## src/rtl/shift_sequencer.sv

```systemverilog
// Multi-pass command sequencer for an external combinational barrel_shifter.
// Define SHIFT_SEQ_ROTATE_EN to build rotates (ROL/ROR) from two opposite passes.
module shift_sequencer #(
  parameter int WIDTH = 8,
  parameter int AMT_W = 8
) (
  input  logic                       clk,
  input  logic                       rst_n,
  input  logic                       in_valid,
  output logic                       in_ready,
  input  logic [WIDTH-1:0]           in_data,
  input  logic [AMT_W-1:0]           in_amount,
  input  logic [1:0]                 in_op,
  output logic                       out_valid,
  input  logic                       out_ready,
  output logic [WIDTH-1:0]           out_data,
  output logic                       busy,
  output logic [WIDTH-1:0]           bs_data_in,
  output logic [$clog2(WIDTH)-1:0]   bs_shift_amount,
  output logic                       bs_dir,
  input  logic [WIDTH-1:0]           bs_data_out
);
  localparam int SW   = $clog2(WIDTH);
  localparam int MAXP = WIDTH - 1;

  localparam logic [1:0] IDLE  = 2'd0;
  localparam logic [1:0] SHIFT = 2'd1;
  localparam logic [1:0] ROT2  = 2'd2;
  localparam logic [1:0] DONE  = 2'd3;

  generate
    if (WIDTH < 4 || (WIDTH & (WIDTH - 1)) != 0) begin : g_bad_width
      $error("shift_sequencer: WIDTH must be a power of two >= 4");
    end
    if (AMT_W < SW) begin : g_bad_amt
      $error("shift_sequencer: AMT_W must be >= clog2(WIDTH)");
    end
  endgenerate

  logic [1:0]       state;
  logic [WIDTH-1:0] work;
  logic [AMT_W-1:0] remaining;
  logic             dir_q;
  logic             rot_q;
  logic             ld_rot;
  logic [SW-1:0]    pass;
  logic [SW-1:0]    amt_lo;

`ifdef SHIFT_SEQ_ROTATE_EN
  logic [WIDTH-1:0] acc;
  logic [SW-1:0]    rot_amt;
  assign ld_rot  = in_op[1];
  // WIDTH - r computed modulo 2^SW; r is never 0 in ROT2 so this is in 1..MAXP
  assign rot_amt = SW'(0) - remaining[SW-1:0];
`else
  logic unused_op;
  assign unused_op = in_op[1];
  assign ld_rot    = 1'b0;
  assign rot_q     = 1'b0;
`endif

  assign amt_lo = in_amount[SW-1:0];

  always_comb begin
    if (remaining > AMT_W'(MAXP)) pass = SW'(MAXP);
    else                          pass = remaining[SW-1:0];
  end

  always_ff @(posedge clk) begin
    if (!rst_n) begin
      state     <= IDLE;
      work      <= '0;
      remaining <= '0;
      dir_q     <= 1'b0;
`ifdef SHIFT_SEQ_ROTATE_EN
      rot_q     <= 1'b0;
      acc       <= '0;
`endif
    end else begin
      case (state)
        IDLE: begin
          if (in_valid) begin
            work  <= in_data;
            dir_q <= in_op[0];
`ifdef SHIFT_SEQ_ROTATE_EN
            rot_q <= in_op[1];
`endif
            if (ld_rot) begin
              remaining <= AMT_W'(amt_lo);
              state     <= (amt_lo == '0) ? DONE : SHIFT;
            end else begin
              remaining <= in_amount;
              state     <= (in_amount == '0) ? DONE : SHIFT;
            end
          end
        end
        SHIFT: begin
          if (rot_q) begin
`ifdef SHIFT_SEQ_ROTATE_EN
            // first half of the rotate; operand stays in work for ROT2
            acc   <= bs_data_out;
            state <= ROT2;
`else
            state <= IDLE;
`endif
          end else begin
            work      <= bs_data_out;
            remaining <= remaining - AMT_W'(pass);
            if (remaining == AMT_W'(pass)) state <= DONE;
          end
        end
        ROT2: begin
`ifdef SHIFT_SEQ_ROTATE_EN
          work  <= acc | bs_data_out;
          state <= DONE;
`else
          state <= IDLE;
`endif
        end
        default: begin
          if (out_ready) state <= IDLE;
        end
      endcase
    end
  end

  assign in_ready  = (state == IDLE);
  assign out_valid = (state == DONE);
  assign busy      = (state != IDLE);
  assign out_data  = work;

  always_comb begin
    bs_data_in      = '0;
    bs_shift_amount = '0;
    bs_dir          = 1'b0;
    if (state == SHIFT) begin
      bs_data_in      = work;
      bs_shift_amount = pass;
      bs_dir          = dir_q;
    end
`ifdef SHIFT_SEQ_ROTATE_EN
    else if (state == ROT2) begin
      bs_data_in      = work;
      bs_shift_amount = rot_amt;
      bs_dir          = ~dir_q;
    end
`endif
  end
endmodule
```

## config.mk

```make
export PLATFORM = sky130hd
export DESIGN_NAME = shift_sequencer
export DESIGN_NICKNAME = d
export VERILOG_FILES = /design/src/rtl/shift_sequencer.sv
export SDC_FILE = /design/constraint.sdc
export NUM_CORES = 1
export LEC_CHECK = 0
export ABC_AREA = 1
export CAP_MARGIN = 20
export CORE_MARGIN = 3
export CORE_UTILIZATION = 44
export DETAILED_ROUTE_END_ITERATION = 8
export PLACE_DENSITY = 0.84
export SYNTH_ARGS = -nofsm -noshare
export SYNTH_HDL_FRONTEND = slang
export SYNTH_SLANG_ARGS = --single-unit
```

## constraint.sdc

```tcl
create_clock -name clk -period 3.3 [get_ports clk]
set_input_delay 0.66 -clock clk [delete_from_list [all_inputs] [get_ports clk]]
set_output_delay 0.66 -clock clk [all_outputs]
set_load 0.02 [all_outputs]
```

## Word level (Yosys, flattened, before mapping)

Index checks and enable logic that the tools add are counted.

- Flip-flop bits (word level): 19
- Input port bits: 30
- Output and inout bits: 23
- Word-level logic and storage cells: 33

- Add/subtract/negate cells: 1
- $lt $le $gt $ge: 1
- Eq/ne operators: 6
- Multiplexer cells: 13
- Reduce and logical (&&, ||, !) cells: 8

Operator list:

| cell | number |
|---|---|
| $pmux 8 s2 | 2 |
| $mux 8 | 3 |
| $eq 8x3->1 | 1 |
| $gt 8x3->1 const B | 1 |
| $logic_not 8->1 | 1 |
| $mux 2 | 4 |
| $sub 8x3->8 | 1 |
| $mux 3 | 2 |
| $pmux 2 s3 | 1 |
| $eq 2x2->1 const B | 2 |
| $ne 2x2->1 const B | 2 |
| $reduce_and 2->1 | 2 |
| $reduce_bool 2->1 | 2 |
| $reduce_bool 4->1 | 1 |
| $reduce_and 3->1 | 1 |
| $eq 2x1->1 const B | 1 |
| $logic_not 2->1 | 1 |
| $mux 1 | 1 |

## Longest topological paths before layout

Gate-level depths: netlist (run 1).

- Word-level depth: 5
- Mapped depth: 10
- Depth with buffers taken out: 10

## Worst setup path before layout (run 1)

OpenSTA, ideal clock, no wires.

- Path kind: register -> output
- Start: reg state[1]
- End: out bs_shift_amount[0]
- Arrival time: 1368 ps
- Data required time: 2640 ps
- Slack: 1272 ps
- Stages on the path, launching flop included: 7
- Path buffers: 2
- Cell sequence: dfxtp_1 inv_1 ha_1 buf_6 clkinv_1 clkbuf_1 a21oi_1

- Longest elaborated chain between the ends: 2

RTL lines:

| what | RTL line | RTL |
|---|---|---|
| start, declared | 40 | `logic [1:0] state;` |
| start signal, assigned | 90 | `state <= (amt_lo == '0) ? DONE : SHIFT;` |
| start signal, assigned | 93 | `state <= (in_amount == '0) ? DONE : SHIFT;` |
| $eq 2x1->1 | 136 | `if (state == SHIFT) begin` |
| $mux 3 | 136 |  |
| end, declared | 19 | `output logic [$clog2(WIDTH)-1:0] bs_shift_amount,` |

No other way between the ends.

## Final worst setup path (run 1)

Same ends and word-level chain as after synthesis.

==> PnR_summary.wiki, run 1 <==
{| class="wikitable"
! Metric !! Value
|-
| Multi-input gate area in the final layout || 656 sq um
|-
| Total routing resource utilization after global routing || 0.201
|-
| Slew Limit Fails || 0
|-
| Number of nets in the layout || 262
|-
| Placed wire-length estimate || approximately 2500 um
|-
| Number of setup violations in the final report || 0
|-
| Number of hold buffers added after cts || 0
|-
| Initial cell density of the core || 0.469
|-
| Number of input and output port buffers inserted || 51
|-
| Wire length per cell || ~13 um
|-
| Clock Skew || about 5.2 ps
|-
| Antenna violations before repair || 0
|-
| Status || finished, final reports clean
|-
| TritonCTS clock tree || yes
|-
| Clock edge transition at the registers on the reported setup and hold paths || between 100 and 150 ps
|-
| DIE HEIGHT || 57.6 um
|-
| Area grow syn2layout || 46.7%
|-
| Total negative slack for setup checks || 0 ps
|-
| Clock group share of total power || 0.082
|-
| Remaining antenna violation count after routing || 0
|-
| Via count of the first global-routing pass || about 1300
|-
| Switching Power || 813 uW
|-
| Number of DRC markers in iteration 0 || 35
|-
| Critical Path End Type || output pin
|-
| Detailed-route DRC error count || 0
|-
| Critical path type || register to output pin
|-
| Share of the cycle needed by the critical path after routing || 0.916
|-
| Routability cong. || around 0.79
|-
| Commonest non-fill, non-tap cells in the layout || sky130_fd_sc_hd__nand2_1, sky130_fd_sc_hd__clkdlybuf4s50_1, sky130_fd_sc_hd__inv_1
|-
| Highest achievable clock rate || roughly 330 MHz
|-
| Total detailed-routing wirelength || about 3300 um
|-
| Number of fill cells in the layout || 212
|-
| Register area || around 380 sq um
|-
| Standard cell core area || ~2500 sq um
|-
| Sequential power share || 0.241
|-
| Share of post-route cells with drive strength above 1 || 0.0661
|-
| Data arrival time of the worst path || 2360 ps
|-
| Resized Gates After CTS || 0
|-
| Global-route wire length before repair || 5310 um
|-
| Leak || between 0.7 and 0.8 nW
|-
| CTS H-Tree Depth || 1
|-
| Startpoint class of the critical path || register
|-
| Post-Place Cells || approximately 250
|-
| CTS Root Cell || sky130_fd_sc_hd__clkbuf_4
|-
| Number of search-and-repair iterations in the first detailed-routing pass || 4
|-
| Shortest clock period the worst path allows after layout || ~3000 ps
|-
| Pin count of the biggest net entering global routing || 23
|-
| Switching Share || 0.503
|-
| Post-synthesis register bit count || 19
|-
| Comb pwr share || 0.677
|-
| Internal power component || roughly 800 uW
|-
| Total of max-cap violations || 0
|-
| Max Buffers Root-to-Sink || 2
|-
| Clock buffer count from CTS || 3
|-
| Post-Layout Cell Count || about 260
|-
| PwrDens || between 900 and 1000 nW/um^2
|-
| Unrepaired setup endpoints after global routing || false
|-
| Share of synthesized area occupied by flip-flops and latches || 0.324
|-
| CTS Sinks || 19
|-
| Worst slew slack as a fraction of its limit || 0.627
|-
| Die boundary width || about 58 um
|-
| Max IR drop VDD || between 500 and 600 uV
|-
| Cell count after synthesis || 178
|-
| Fin Hold WS || between 500 and 600 ps
|-
| Mean instance size in the synthesized netlist || around 6.6 sq um
|-
| Critical-path maximum fanout || 13
|-
| Synthesized area || 1170 sq um
|-
| Count of unique library cells instantiated by Yosys || 26
|-
| Count of final hold-check violations || 0
|-
| Clock latency at the later pin of the worst-skew pair || around 320 ps
|-
| Required time at the worst-slack endpoint || between 2000 and 3000 ps
|-
| Yosys warning total || 0
|-
| Number of buffers inserted to repair setup after CTS || 0
|-
| Class of the worst hold path || register to register
|-
| Tightest Pin Transition || between 500 and 600 ps
|-
| Synth Net Count || ~210
|-
| Via density per instance || 5.18
|-
| Ant. Diodes || 0
|-
| GR Overflow Total || 0
|-
| Full die area || 3320 sq um
|-
| Placement row count || 18
|-
| DR vias || around 1300
|-
| Number of placed I/O pins || 53
|}
## power groups by stage
stage / Clock (mW) / Combinational, mW / Sequential, mW
after detailed placement: 0 / 1.09 / 0.396
after global placement: 0 / 1.07 / 0.388
final: 0.133 / 1.10 / 0.390
after floorplan: 0 / 0.721 / 0.429
after CTS: 0.133 / 1.10 / 0.390
after global routing: 0.141 / 1.21 / 0.401
## final timing paths
path / start / depth (start not counted) / end / slack (ps)
hold reg to reg: remaining[7] / 2 / remaining[7] / 500
hold / removal: remaining[7] / 2 / remaining[7] / 500
setup reg to reg: state[1] / 7 / remaining[4] / 1290
setup / recovery: state[1] / 5 / bs_shift_amount[0] / 280
## metal layers
metal | vias up | global-route usage | wire length [um]
li1 | 677 | - | -
met1 | 596 | 0.256 | 1420
met2 | 51 | 0.332 | 1600
met3 | 7 | 0.0312 | 168
met4 | 0 | 0.0960 | 68
met5 | - | 0 | 0
## Yosys cell counts
master	n	area share
sky130_fd_sc_hd__nand3_1	5	0.021
sky130_fd_sc_hd__a21oi_2	2	0.015
sky130_fd_sc_hd__nor2_4	1	0.0096
sky130_fd_sc_hd__a31oi_1	10	0.053
sky130_fd_sc_hd__ha_1	4	0.043
sky130_fd_sc_hd__nor2_1	9	0.029
sky130_fd_sc_hd__o31ai_1	1	0.0064
sky130_fd_sc_hd__nand4_1	1	0.0053
sky130_fd_sc_hd__buf_2	1	0.0043
sky130_fd_sc_hd__o21ai_2	1	0.0075
sky130_fd_sc_hd__dfxtp_1	19	0.32
sky130_fd_sc_hd__a21oi_1	15	0.064
sky130_fd_sc_hd__nand2_1	51	0.16
sky130_fd_sc_hd__clkinv_1	1	0.0032
sky130_fd_sc_hd__o21ai_1	2	0.0085
sky130_fd_sc_hd__o211ai_1	1	0.0064
sky130_fd_sc_hd__nand3_4	1	0.015
sky130_fd_sc_hd__nor3_1	1	0.0043
sky130_fd_sc_hd__nor4_1	2	0.011
sky130_fd_sc_hd__nand2_2	1	0.0053
sky130_fd_sc_hd__nand2_4	2	0.019
sky130_fd_sc_hd__buf_4	2	0.013
sky130_fd_sc_hd__o21ai_0	17	0.073
sky130_fd_sc_hd__inv_1	22	0.070
sky130_fd_sc_hd__buf_6	1	0.0096
sky130_fd_sc_hd__clkbuf_1	5	0.016
## state kept, by name (all words and copies together), names as in the netlist
| name | cells |
|---|---|
| out_data | 8 |
| dir_q | 1 |
| state | 2 |
| remaining | 8 |
## through the flow
stage | cell area (sq um) | worst slack [ps] | power [mW] | utilization
finish | 1720 | 276 | 1.62 | 0.688
CTS | 1720 | 297 | 1.62 | 0.688
detailed placement | 1690 | 686 | 1.48 | 0.677
global route | 1720 | 149 | 1.76 | 0.688
global placement | 1690 | 723 | 1.45 | 0.677
floorplan | 1170 | 1270 | 1.15 | -
## kinds of logic (layout without fill, tap and decap cells)
kind of cell,count (synthesis),count (layout),synth area share
DFF,19,19,0.324
and+or+nand+nor,74,74,0.283
buffers and inverters,32,81,0.116
AOI/OAI and AO/OA,49,49,0.234
adders and majority gates,4,4,0.0427
## area by class of cell
type | count | area share
Clock buffer | 3 | 0.0131
Clock inverter | 1 | 0.00291
Inverter | 23 | 0.0502
Multi-Input combinational cell | 127 | 0.381
Sequential cell | 19 | 0.221
Tap cell | 30 | 0.0218
Timing Repair Buffer | 54 | 0.310
## worst max-delay path: stages, from the launching register on
cell and delay (ps):
sky130_fd_sc_hd__dfxtp_1 350, sky130_fd_sc_hd__inv_1 90, sky130_fd_sc_hd__ha_1 420, sky130_fd_sc_hd__clkinv_1 310
sky130_fd_sc_hd__a21oi_1 230, sky130_fd_sc_hd__clkdlybuf4s50_1 650
(Power assumes the default switching activity.)
==> inputs of run 2 (changes only) <==
ABC_AREA = default   (was 1)
CORE_UTILIZATION = 46   (was 44)
CTS_BUF_LIST = sky130_fd_sc_hd__clkbuf_4 sky130_fd_sc_hd__clkbuf_8   (was default)
PLACE_DENSITY = 0.87   (was 0.84)
==> run 2 against run 1 <==
Register-to-register slack worse by 90 ps. Critical path depth is 1 lower. Final cell count is 14% lower. Highest routed layer unchanged. Largest power group unchanged. Synthesized area is 3.0% higher.
==> PnR_summary.wiki, run 2 <==
{| class="wikitable"
! Metric !! Value
|-
| Highest achievable clock rate || 343 MHz (+3.9%)
|-
| Number of setup violations in the final report || 0 (unchanged)
|-
| Dominant cell by count in the synthesized netlist || sky130_fd_sc_hd__dfxtp_1
|-
| Ant. Diodes || 0 (unchanged)
|-
| Share of the cycle needed by the critical path after routing || 0.882 (-0.0342)
|-
| Number of enable-type register cells in the synthesized netlist || 0 (unchanged)
|-
| Post-synth top area cell || sky130_fd_sc_hd__dfxtp_1
|-
| Hold path cells || 2 (unchanged)
|-
| DIE HEIGHT || 57.2 um (-0.68%)
|-
| Via count of the first global-routing pass || 1249 (-1.8%)
|-
| Total routing resource utilization after global routing || 0.216 (+0.0149)
|-
| Count of final hold-check violations || 0 (unchanged)
|-
| Endpoint, Worst Hold || dir_q
|-
| Critical-path maximum fanout || 11 (-2)
|-
| Max Buffers Root-to-Sink || 2 (unchanged)
|-
| Detailed-route DRC error count || 0 (unchanged)
|-
| CTS Root Cell || sky130_fd_sc_hd__clkbuf_4
|-
| Max IR drop VDD || 640 uV (+9.6%)
|-
| DR vias || 1253 (-5.9%)
|-
| CTS Sinks || 19 (unchanged)
|-
| Unrepaired setup endpoints after global routing || false
|-
| Status || finished, final reports clean
|-
| Number of DRC markers in iteration 0 || 33 (-5.7%)
|-
| Required time at the worst-slack endpoint || 2640 ps (about the same)
|-
| Area grow syn2layout || 45.5%
|-
| Shortest clock period the worst path allows after layout || 2910 ps (-113 ps)
|-
| Placement row count || 17 (-1)
|-
| Critical Path End Type || output pin
|-
| Post-Place Cells || 216 (-15%)
|-
| Remaining antenna violation count after routing || 0 (unchanged)
|-
| Number of input and output port buffers inserted || 51 (unchanged)
|-
| Data arrival time of the worst path || 2250 ps (-110 ps)
|-
| Synthesized area || 1210 sq um (+3.0%)
|-
| Clock latency at the later pin of the worst-skew pair || 310 ps (about the same)
|-
| Total negative slack for setup checks || 0 ps (unchanged)
|-
| Pin count of the biggest net entering global routing || 27 (+17%)
|-
| GR Overflow Total || 0 (unchanged)
|-
| CTS H-Tree Depth || 1 (unchanged)
|-
| Critical Path, Cell by Cell || ha_1 > inv_1 > a31oi_1 > clkdlybuf4s50_1
|-
| Worst path slowest cell || sky130_fd_sc_hd__clkdlybuf4s50_1
|-
| Tightest Pin Transition || 659 ps (+99.8 ps)
|-
| PwrDens || 940 nW/um^2 (-0.14%)
|-
| Class of the worst hold path || register to register
|-
| Resized Gates After CTS || 0 (unchanged)
|-
| Initial cell density of the core || 0.516 (+0.0471)
|-
| Yosys warning total || 0 (unchanged)
|-
| Full die area || 3280 sq um (-1.3%)
|-
| Die boundary width || 57.2 um (-0.68%)
|-
| R2R Path End || remaining[6]
|-
| Commonest non-fill, non-tap cell in the layout || sky130_fd_sc_hd__clkdlybuf4s50_1
|-
| Standard cell core area || 2340 sq um (-6.4%)
|-
| FFs w/ async S/R, synth || 0 (unchanged)
|-
| Clock edge transition at the registers on the reported setup and hold paths || 110 ps (about the same)
|-
| Beginning of the worst register-to-register path || state[0]
|-
| Startpoint class of the critical path || register
|-
| Launch instance of the worst min-delay path || dir_q
|-
| Number of nets in the layout || 227 (-13%)
|-
| Synth Net Count || 178 (-16%)
|-
| Post-synthesis register bit count || 19 (unchanged)
|-
| Number of placed I/O pins || 53 (unchanged)
|-
| Worst slew slack as a fraction of its limit || 0.559 (-0.0675)
|-
| Worst setup slack after layout || 389 ps (+113 ps)
|-
| Clock Skew || 4.69 ps (-0.506 ps)
|-
| Total detailed-routing wirelength || 3320 um (+2.0%)
|-
| Cell count after synthesis || 144 (-19%)
|-
| Commonest non-fill, non-tap cells in the layout || sky130_fd_sc_hd__clkdlybuf4s50_1, sky130_fd_sc_hd__dfxtp_1, sky130_fd_sc_hd__nand2_1
|-
| Number of search-and-repair iterations in the first detailed-routing pass || 4 (unchanged)
|-
| Share of synthesized area occupied by flip-flops and latches || 0.315 (-0.00941)
|-
| Mean instance size in the synthesized netlist || 8.38 sq um (+27%)
|-
| Slew Limit Fails || 0 (unchanged)
|-
| Routability cong. || 0.804 (+1.2%)
|-
| Count of unique library cells instantiated by Yosys || 37 (+42%)
|-
| Number of buffers inserted to repair setup after CTS || 0 (unchanged)
|-
| Via density per instance || 5.70 (+10%)
|-
| TritonCTS clock tree || yes
|-
| Global-route wire length before repair || 5580 um (+5.1%)
|-
| Most numerous cell types in the synthesized netlist || sky130_fd_sc_hd__dfxtp_1, sky130_fd_sc_hd__nand2_1, sky130_fd_sc_hd__o211a_1
|-
| Wire length per cell || 15.1 um (+19%)
|-
| Clock buffer count from CTS || 3 (unchanged)
|-
| Setup slack, reg-to-reg || 1200 ps (-90 ps)
|-
| Post-Layout Cell Count || 220 (-14%)
|-
| Area share of the largest cell type after synthesis || 0.315 (-0.00941)
|-
| Main synth FF type || sky130_fd_sc_hd__dfxtp_1
|-
| Setup WS pre-CTS || 739 ps (+53.1 ps)
|-
| Worst-case reg-to-reg path depth || 6 (-1)
|-
| Antenna violations before repair || 0 (unchanged)
|-
| Worst stage delay on the critical path || 630 ps (-20 ps)
|-
| Leak || 0.766 nW (-0.47%)
|-
| Top area cells in the synthesized netlist || sky130_fd_sc_hd__dfxtp_1, sky130_fd_sc_hd__o211a_1, sky130_fd_sc_hd__mux2i_1
|-
| Placed wire-length estimate || 2470 um (-0.17%)
|-
| Critical path type || register to output pin
|-
| Share of post-route cells with drive strength above 1 || 0.0729 (+0.00684)
|-
| Total of max-cap violations || 0 (unchanged)
|-
| Number of hold buffers added after cts || 0 (unchanged)
|}
run 2: cell types whose count changed after synthesis, sizes merged, moves of 10 or more:
cell	delta
a21oi	-10
o21ai	-13
nand2	-39
mux2i	+10
inv	-17
o211a	+11
run 2: logic make-up (layout without fill, tap and decap cells):
family	count (synthesis)	after routing	synth area share
compound gates	43	43	0.266
xor+xnor	1	1	0.00726
fa+ha+maj	4	4	0.0415
buf+inv	15	63	0.0560
flops	19	19	0.315
mux	12	12	0.105
simple gates	50	50	0.209
run 2: worst max-delay path: cells and delay by family (launching register included):
family,cells,cell delay [ps]
flops,1,410
fa+ha+maj,1,410
buf+inv,2,900
compound gates,1,210
run 2: worst max-delay path by stage:
stage / startpoint / to / slack, ps / cells after the start
2_1_floorplan: state[1] / bs_data_in[0] / 1300 / 6
3_3_place_gp: state[1] / bs_shift_amount[2] / 780 / 5
3_5_place_dp: state[0] / bs_shift_amount[2] / 740 / 4
4_1_cts: state[0] / bs_shift_amount[2] / 400 / 4
5_1_grt: state[0] / bs_shift_amount[2] / 280 / 4
6_report: state[0] / bs_shift_amount[2] / 390 / 4
run 2: metal layers:
| layer | part of all wire | vias to the layer above | routed length (um) | track usage |
|---|---|---|---|---|
| met5 | 0 | - | 0 | 0 |
| met4 | 0.023 | 0 | 76 | 0.109 |
| met3 | 0.092 | 7 | 304 | 0.0656 |
| met2 | 0.45 | 69 | 1500 | 0.344 |
| met1 | 0.43 | 561 | 1440 | 0.262 |
| li1 | - | 616 | - | - |
run 2: area by class of cell:
| type | instances | area (sq um) |
|---|---|---|
| multi-input cells | 110 | 759 |
| fillers | 166 | 583 |
| repair buffers | 54 | 533 |
| flip-flops and latches | 19 | 380 |
| well taps | 28 | 35.0 |
| clock buffers | 4 | 30.0 |
| inverters | 5 | 18.8 |
run 2: stage by stage:
stage / util / area [sq um] / total power [mW] / hold slack [ps]
global placement: 0.738 / 1730 / 1.46 / 453
global route: 0.751 / 1760 / 1.77 / 510
finish: 0.751 / 1760 / 1.65 / 497
floorplan: - / 1210 / 1.15 / 439
detailed placement: 0.738 / 1730 / 1.52 / 479
CTS: 0.751 / 1760 / 1.65 / 499
run 2: power by group:
group	total [mW]	switching (mW)	leakage, nW	internal, mW
registers	0.428	0.102	0.157	0.326
logic	1.09	0.591	0.591	0.502
clock network	0.130	0.0746	0.0184	0.0556
total	1.65	0.768	0.766	0.883
==> inputs of run 3 (changes only) <==
ABC_CLOCK_PERIOD_IN_PS = 3300   (was default)
==> results of run 3 <==
No change in the layout: final DEF, timing and power equal those of run 2.
